==> config.mk <==
export PLATFORM = sky130hd
export DESIGN_NAME = issue_queue
export DESIGN_NICKNAME = d
export VERILOG_FILES = /design/src/rtl/issue_queue.sv
export SDC_FILE = /design/constraint.sdc
export NUM_CORES = 2
export LEC_CHECK = 0
export CELL_PAD_IN_SITES_DETAIL_PLACEMENT = 1
export CELL_PAD_IN_SITES_GLOBAL_PLACEMENT = 2
export CORE_MARGIN = 2
export CORE_UTILIZATION = 44
export CTS_BUF_LIST = sky130_fd_sc_hd__clkbuf_16
export DETAILED_ROUTE_END_ITERATION = 12
export PLACE_DENSITY_LB_ADDON = 0.1
export SYNTH_ARGS = -nofsm -noshare
export SYNTH_HDL_FRONTEND = slang
export SYNTH_SLANG_ARGS = --single-unit
==> constraint.sdc <==
create_clock -name clk -period 61.5 [get_ports clk]
set_clock_uncertainty 0.2 [all_clocks]
set_input_delay 12.3 -clock clk [delete_from_list [all_inputs] [get_ports clk]]
set_output_delay 12.3 -clock clk [all_outputs]
set_load 0.005 [all_outputs]
==> src/rtl/issue_queue.sv <==
// rtl/issue_queue.sv - circular-buffer issue queue, 4-wide enqueue, 2-wide issue
//
// Ports:
//   clk, rst_n               clock, asynchronous active-low reset
//   issue_queue_element[3:0] up to four decoded instructions to enqueue, slot 0 oldest
//   issue_queue_push_number  slots to enqueue this cycle (0..4; larger is rejected)
//   iq_size_left             free entries, saturated at 4
//   issue_element[1:0]       two oldest entries, slot 0 oldest
//   issue_valid[1:0]         per-slot valid for issue_element
//   issue_pop_number         entries consumed by the issue stage (3 treated as 2)
//   flush                    discard every entry
//   overflow_err             one-cycle pulse after a rejected push
module issue_queue #(
    parameter int DEPTH = 16,
    parameter int WIDTH = 32
) (
    input  logic                  clk,
    input  logic                  rst_n,
    input  logic [3:0][WIDTH-1:0] issue_queue_element,
    input  logic [2:0]            issue_queue_push_number,
    output logic [2:0]            iq_size_left,
    output logic [1:0][WIDTH-1:0] issue_element,
    output logic [1:0]            issue_valid,
    input  logic [1:0]            issue_pop_number,
    input  logic                  flush,
    output logic                  overflow_err
);
    localparam int PW = $clog2(DEPTH);
    localparam int CW = PW + 1;

    logic [PW-1:0]    head_q, head_d;
    logic [PW-1:0]    tail_q, tail_d;
    logic [CW-1:0]    count_q, count_d;
    logic             overflow_err_q, overflow_err_d;
    logic [WIDTH-1:0] mem_q [DEPTH];
    logic [WIDTH-1:0] mem_d [DEPTH];

    logic [CW-1:0]    free_entries;
    logic [1:0]       pop_req;
    logic [1:0]       eff_pop;
    logic             push_ok;

    assign free_entries = CW'(DEPTH) - count_q;
    assign iq_size_left = (free_entries > CW'(4)) ? 3'd4 : free_entries[2:0];

    // A request of 3 is clamped to the 2-wide issue width, then to what is queued.
    assign pop_req = (issue_pop_number == 2'd3) ? 2'd2 : issue_pop_number;
    assign eff_pop = (CW'(pop_req) > count_q) ? count_q[1:0] : pop_req;

    // Acceptance uses the pre-pop free space; saturation at 4 also rejects 5..7.
    assign push_ok = (issue_queue_push_number <= iq_size_left);

    assign issue_element[0] = mem_q[head_q];
    assign issue_element[1] = mem_q[head_q + PW'(1)];
    assign issue_valid[0]   = (count_q != '0);
    assign issue_valid[1]   = (count_q > CW'(1));
    assign overflow_err     = overflow_err_q;

    always_comb begin
        head_d         = head_q;
        tail_d         = tail_q;
        count_d        = count_q;
        overflow_err_d = 1'b0;
        for (int i = 0; i < DEPTH; i++) begin
            mem_d[i] = mem_q[i];
        end

        if (flush) begin
            head_d  = '0;
            tail_d  = '0;
            count_d = '0;
        end else begin
            head_d = head_q + PW'(eff_pop);
            if (push_ok) begin
                for (int k = 0; k < 4; k++) begin
                    if (k < int'(issue_queue_push_number)) begin
                        mem_d[tail_q + PW'(k)] = issue_queue_element[k];
                    end
                end
                tail_d  = tail_q + PW'(issue_queue_push_number);
                count_d = count_q + CW'(issue_queue_push_number) - CW'(eff_pop);
            end else begin
                overflow_err_d = 1'b1;
                count_d        = count_q - CW'(eff_pop);
            end
        end
    end

    always_ff @(posedge clk or negedge rst_n) begin
        if (!rst_n) begin
            head_q         <= '0;
            tail_q         <= '0;
            count_q        <= '0;
            overflow_err_q <= 1'b0;
        end else begin
            head_q         <= head_d;
            tail_q         <= tail_d;
            count_q        <= count_d;
            overflow_err_q <= overflow_err_d;
        end
    end

    // Payload storage needs no reset: entries outside [head, head+count) are don't-care.
    always_ff @(posedge clk) begin
        for (int i = 0; i < DEPTH; i++) begin
            mem_q[i] <= mem_d[i];
        end
    end
endmodule
### Word level (Yosys, flattened, before mapping)

Memories as Yosys holds them, arrays and structs flattened.
Index checks and enable logic that the tools add are counted.

* bits of input ports: 136
* output and inout port bits: 70
* flip-flop bits (word level): 14
* bits in writable memories: 512
* word-level logic and storage cells: 76
* memories kept: 1

Memory list
* mem_q: depth 16, bits a word 32, rd ports 18, clocked after memory_dff 0, write ports 16, RTL line 35 `logic [WIDTH-1:0] mem_q [DEPTH];`

* bitwise logic cells: 4
* reduce and logical (&&, ||, !) cells: 6
* magnitude comparators: 16
* add/subtract/negate cells: 10
* equality and inequality tests: 1
* muxes and demuxes: 34

Operators with widths (number)
* 2-to-1 mux 512 bit: 12
* bitwise mux 512 bit: 4
* demux 32 bit (select 4 bit): 4
* 2-to-1 mux 32 bit: 4
* >= comparator 5 bit (second input constant): 4
* less-than comparator 5 x 1 -> 1 bit (second input constant): 4
* NOT 4 -> 5 bit: 4
* 2-to-1 mux 4 bit: 3
* 2-to-1 mux 5 bit: 2
* subtractor 5 x 2 -> 5 bit: 2
* adder 4 x 1 -> 4 bit (second input constant): 2
* adder 4 x 2 -> 4 bit (second input constant): 2
* less-than comparator 1 x 3 -> 1 bit (first input constant): 2
* less-than comparator 2 x 3 -> 1 bit (first input constant): 2
* adder 5 x 3 -> 5 bit: 1
* greater-than comparator 2 x 5 -> 1 bit: 1
* greater-than comparator 5 x 1 -> 1 bit (second input constant): 1
* greater-than comparator 5 x 3 -> 1 bit (second input constant): 1
* nonzero test 5 bit: 1
* subtractor 5 bit (first input constant): 1
* adder 4 x 2 -> 4 bit: 1
* adder 4 x 3 -> 4 bit: 1
* logical AND 1 bit: 4
* 2-to-1 mux 2 bit: 2
* 5 further kinds: 6

### Logic depth before layout (Yosys ltp)

* depth in word-level cells: 21
* depth in mapped cells: 15
* mapped depth without buffers: 15

### Worst setup path before layout

Ideal clock, no wire load.

* path type: input-to-reg
* start point: input issue_queue_push_number[1]
* end point: register count_q[2]
* path slack: 25226 ps
* data arrival time: 35889 ps
* cell stages on the path: 6
* cell sequence: ha_1 > nor2b_1 > o21ai_0 > a32oi_1 > nor2_1 > a22o_1

* cells in the longest elaborated chain, start to end: 4
* elaborated cells on any way between the ends: 5
* those cells by class: add/sub: 2; order compare: 1; mux: 2

Ends and longest elaborated chain
* from (decl): RTL line 20 `input logic [2:0] issue_queue_push_number,`
* adder 5 x 3 -> 5 bit: RTL line 81 `count_d = count_q + CW'(issue_queue_push_number) - CW'(eff_pop);`
* subtractor 5 x 2 -> 5 bit: RTL line 81
* 2-to-1 mux 5 bit *: RTL line 74 `if (push_ok) begin`
* 2-to-1 mux 5 bit *: RTL line 68 `if (flush) begin`
* net count_d[2]: RTL line 33 `logic [CW-1:0] count_q, count_d;`
* to (signal assigned): RTL line 98 `count_q <= count_d;`
* to (decl): RTL line 33

Mark *: on every way through the listed nets, which the timed path passes. The rest lies on a longest branch.
A chain may end at the register's enable or synchronous reset.

==> qor_table.md <==
| Stage | Parameter | Reported |
| --- | --- | --- |
| status | Outcome | finished clean |
| cells and area | Area Overhead vs Synth | 10.3% |
| worst setup path | Slack of the worst reg-to-reg path | 55150 ps |
| logic synthesis | Most used standard cell by instance count after synthesis | sky130_fd_sc_hd__mux2i_1 |
| worst setup path | Type of origin of the critical path | flop |
| timing | Slew @ Worst Pin | 1240 ps |
| logic synthesis | Library cells used by synthesis | 68 |
| power and ir drop | Power consumption | 2.91 mW |
| logic synthesis | Area fraction in and, or, nand and nor cells after synthesis | 11.2% |
| clocking | Setup Buffers After CTS | 0 |
| routing | Number of routed nets with antenna violations | 0 |
| power and ir drop | Cell area power density | 59.0 nW/um^2 |
| clocking | Largest buffer count on any clock path | 3 |
| die | X dimension of the die | 323 um |
| global routing | Global-route wire length before repair | 304000 um |
| place | Final RePlAce weighted congestion | 0.849 |
| clocking | Root Driver | sky130_fd_sc_hd__clkbuf_16 |
| clocking | Quantity of hold-fixing buffers added after cts | 0 |
| timing | Final min period | 17900 ps |
| clocking | H-tree Lvls | 3 |
| cells and area | Share of cells above drive strength 1 | 13.6% |
| routing | DR iter-0 viols | 6066 |
| clocking | Clock Latency Late Sink | 620 ps |
| logic synthesis | Yosys warnings | 0 |
| worst setup path | Type of the worst setup path | flop to primary output |
| timing | Final Max Tran Viols | 0 |
| global routing | Initial antenna violation count | 12 |
| timing | Headroom to the max-slew limit | 17.3% |
| power and ir drop | Static power due to leakage | 18.3 nW |
| power and ir drop | VDD IR-drop max | 0.0000471 V |
| logic synthesis | Post-synthesis cell count | 4403 |
| timing | Final-report setup violation count | 0 |
| worst setup path | Data required time of the critical path | 49000 ps |
| timing | Hold slack | 424 ps |
| worst setup path | Crit. End Element | primary output |
| die | Placeable core region | 100000 sq um |
| place | Number of placed instances with taps included | 5414 |
| timing | Final hold violation count | 0 |
| hold path | Type of the most critical hold path | flop to flop |
| timing | Total Neg Setup Slack | 0 ps |
| clocking | CTS clk-pin slew, worst paths | 60 ps |
| clocking | Post-cts resize count | 0 |
| routing | Detailed-route via count | 41800 |
| die | Die area | 104000 sq um |
| place | Placed Area | 47300 sq um |
| routing | Total iterations of the first detailed-routing run | 6 |
| logic synthesis | Yosys top cell by area | sky130_fd_sc_hd__edfxtp_1 |
| logic synthesis | Fraction of synthesized area in multiplexers | 26.5% |
| cells and area | Non-filler cells, final | 5540 |
| flow run | Max-cap violations | 0 |
| die | Effective utilization at floorplan | 44.5% |
| die | Vertical die dimension | 323 um |
| place | Port buffer count | 205 |
| logic synthesis | Synthesized-area fraction occupied by xor and xnor cells | 0.252% |
| timing | Highest clock frequency the design can meet | 55.9 MHz |
| timing | Final period util | 29.1% |
| worst setup path | Data arrival time at the worst-slack endpoint | 5400 ps |
| logic synthesis | Fraction of synthesis flops using an asynchronous set or reset pin | 2.66% |
| die | Placement row count | 116 |
| logic synthesis | Ranking of synthesized cells by area | sky130_fd_sc_hd__edfxtp_1, sky130_fd_sc_hd__mux4_2, sky130_fd_sc_hd__mux2i_1, sky130_fd_sc_hd__clkbuf_1, sky130_fd_sc_hd__nor2_1 |
| logic synthesis | Compound-cell area share of the yosys netlist | 19.7% |
| clocking | CTS tree | yes |
| logic synthesis | Sequential share of the synthesized area | 35.2% |
| logic synthesis | Predominant post-synthesis flop cell | sky130_fd_sc_hd__edfxtp_1 |
| logic synthesis | Combinational family with the most area after synthesis | multiplexers |
| logic synthesis | Number of synthesized flops with an enable pin | 512 |
| logic synthesis | Most numerous cell types in the synthesized netlist | sky130_fd_sc_hd__mux2i_1, sky130_fd_sc_hd__edfxtp_1, sky130_fd_sc_hd__clkbuf_1 |
| logic synthesis | Net count of the mapped netlist | 4568 |
| logic synthesis | Post-synth design cell area | 44700 sq um |
| global routing | Total Routing Usage GR | 40.3% |
| logic synthesis | Share of synthesized cell area in full adder, half adder and majority cells | 0.861% |
| routing | Via density | 7.55 |
| cells and area | Final Net Count | 4293 |
| timing | Setup repair after global routing missed its margin | false |
| routing | DRC violations left | 0 |
| place | Total half-perimeter wirelength after legalization and detailed placement | 117000 um |
| global routing | Residual overflow from global routing | 0 |
| cells and area | Cell area after layout | 49300 sq um |
| routing | Post-detailed-routing wire length | 213000 um |
| global routing | Number of global-route vias before repair | 40800 |
| clocking | Clock sink count | 526 |
| die | Number of top-level pins | 206 |
| logic synthesis | Top-area cell type share of the netlist area | 34.4% |
| routing | Routed wirelength normalized by instance count | 38.4 um |
| logic synthesis | Synth Area per Inst | 10.2 sq um |
| worst setup path | Highest fanout seen on the critical path | 60 |
| clocking | Number of buffers created by CTS | 69 |
| global routing | Pin count of the biggest net entering global routing | 81 |
| logic synthesis | Synthesis-stage register bit count | 526 |
## registers in the layout, summed over array words and instances, names as in the netlist
register and count:
overflow_err 1, head_q 4, count_q 5, mem_q 512, tail_q 4
## cell usage in the layout, fill, tap and decap left out, drive strengths merged, types with 35 or more instances in the layout
cell	n
a211o	194
edfxtp	512
a21oi	40
clkdlybuf4s50	205
buf	106
clkbuf	71
inv	73
a221o	93
mux2i	537
nand2	363
mux4	288
a211oi	162
o22ai	66
a31oi	197
or3	70
a2111oi	35
nand3	82
nor3	45
nor2	480
a21o	69
o311ai	64
a22oi	156
o221ai	35
## metrics by stage
step           utilization (%)  worst slack (ps)
2_1_floorplan                -             25230
3_3_place_gp              47.1             43710
3_5_place_dp              47.1             43650
4_1_cts                   49.1             43600
5_1_grt                   49.1             43250
6_report                  49.1             43600
## area by class of cell
type	instances	area (sq um)
diodes	8	20.0
clock buffers	71	1780
clock inverters	47	251
fillers	10800	51100
inverters	58	218
multi-input cells	3162	26800
flip-flops and latches	526	15700
well taps	1357	1700
repair buffers	311	2860
## report_power, final
part           internal, mW  total (mW)  leakage [nW]  switching [mW]
sequential            0.694       0.861          5.04           0.167
combinational         0.793        1.66          12.2           0.869
clock                 0.216       0.389          1.07           0.173
## cells by family (layout without fill, tap and decap cells)
logic type / after synthesis / after routing
AND/OR/NAND/NOR: 1147 / 1147
adder cells (fa/ha/maj): 29 / 29
buffers and inverters: 715 / 487
AO/OA/AOI/OAI: 1148 / 1148
flip-flops: 526 / 526
XOR/XNOR: 12 / 12
multiplexers: 826 / 826
other: 0 / 8
## worst max-delay path, cell delays in order, from the launching register on
cell                              delay, ps
sky130_fd_sc_hd__dfrtp_4                790
sky130_fd_sc_hd__buf_4                  770
sky130_fd_sc_hd__buf_4                  580
sky130_fd_sc_hd__buf_4                  800
sky130_fd_sc_hd__mux4_2                 600
sky130_fd_sc_hd__and2_1                 170
sky130_fd_sc_hd__a211oi_1               240
sky130_fd_sc_hd__a21oi_1                110
sky130_fd_sc_hd__clkdlybuf4s50_1        530
## metal layers
metal / wire (um) / up-vias / global-route usage, %
met1: 81200 / 21300 / 53.7
met3: 23900 / 738 / 8.62
met5: 50 / - / 0
met4: 13400 / 8 / 21.2
li1: - / 16700 / -
met2: 94400 / 3027 / 61.4
## worst paths after layout
path                                               end  depth (start not counted)            startpoint
worst max-delay path                 issue_element[14]                          8   head_q[0]$_DFF_PN0_
worst min-delay path              count_q[4]$_DFF_PN0_                          2  count_q[4]$_DFF_PN0_
worst max register to register  mem_q[0][17]$_DFFE_PP_                         13  count_q[1]$_DFF_PN0_
worst min register to register    count_q[4]$_DFF_PN0_                          2  count_q[4]$_DFF_PN0_
max in group asynchronous        tail_q[2]$_DFFE_PN0N_                          1                 rst_n
min in group asynchronous          head_q[1]$_DFF_PN0_                          1                 rst_n
Note: power is estimated with default switching activity, not from simulation.
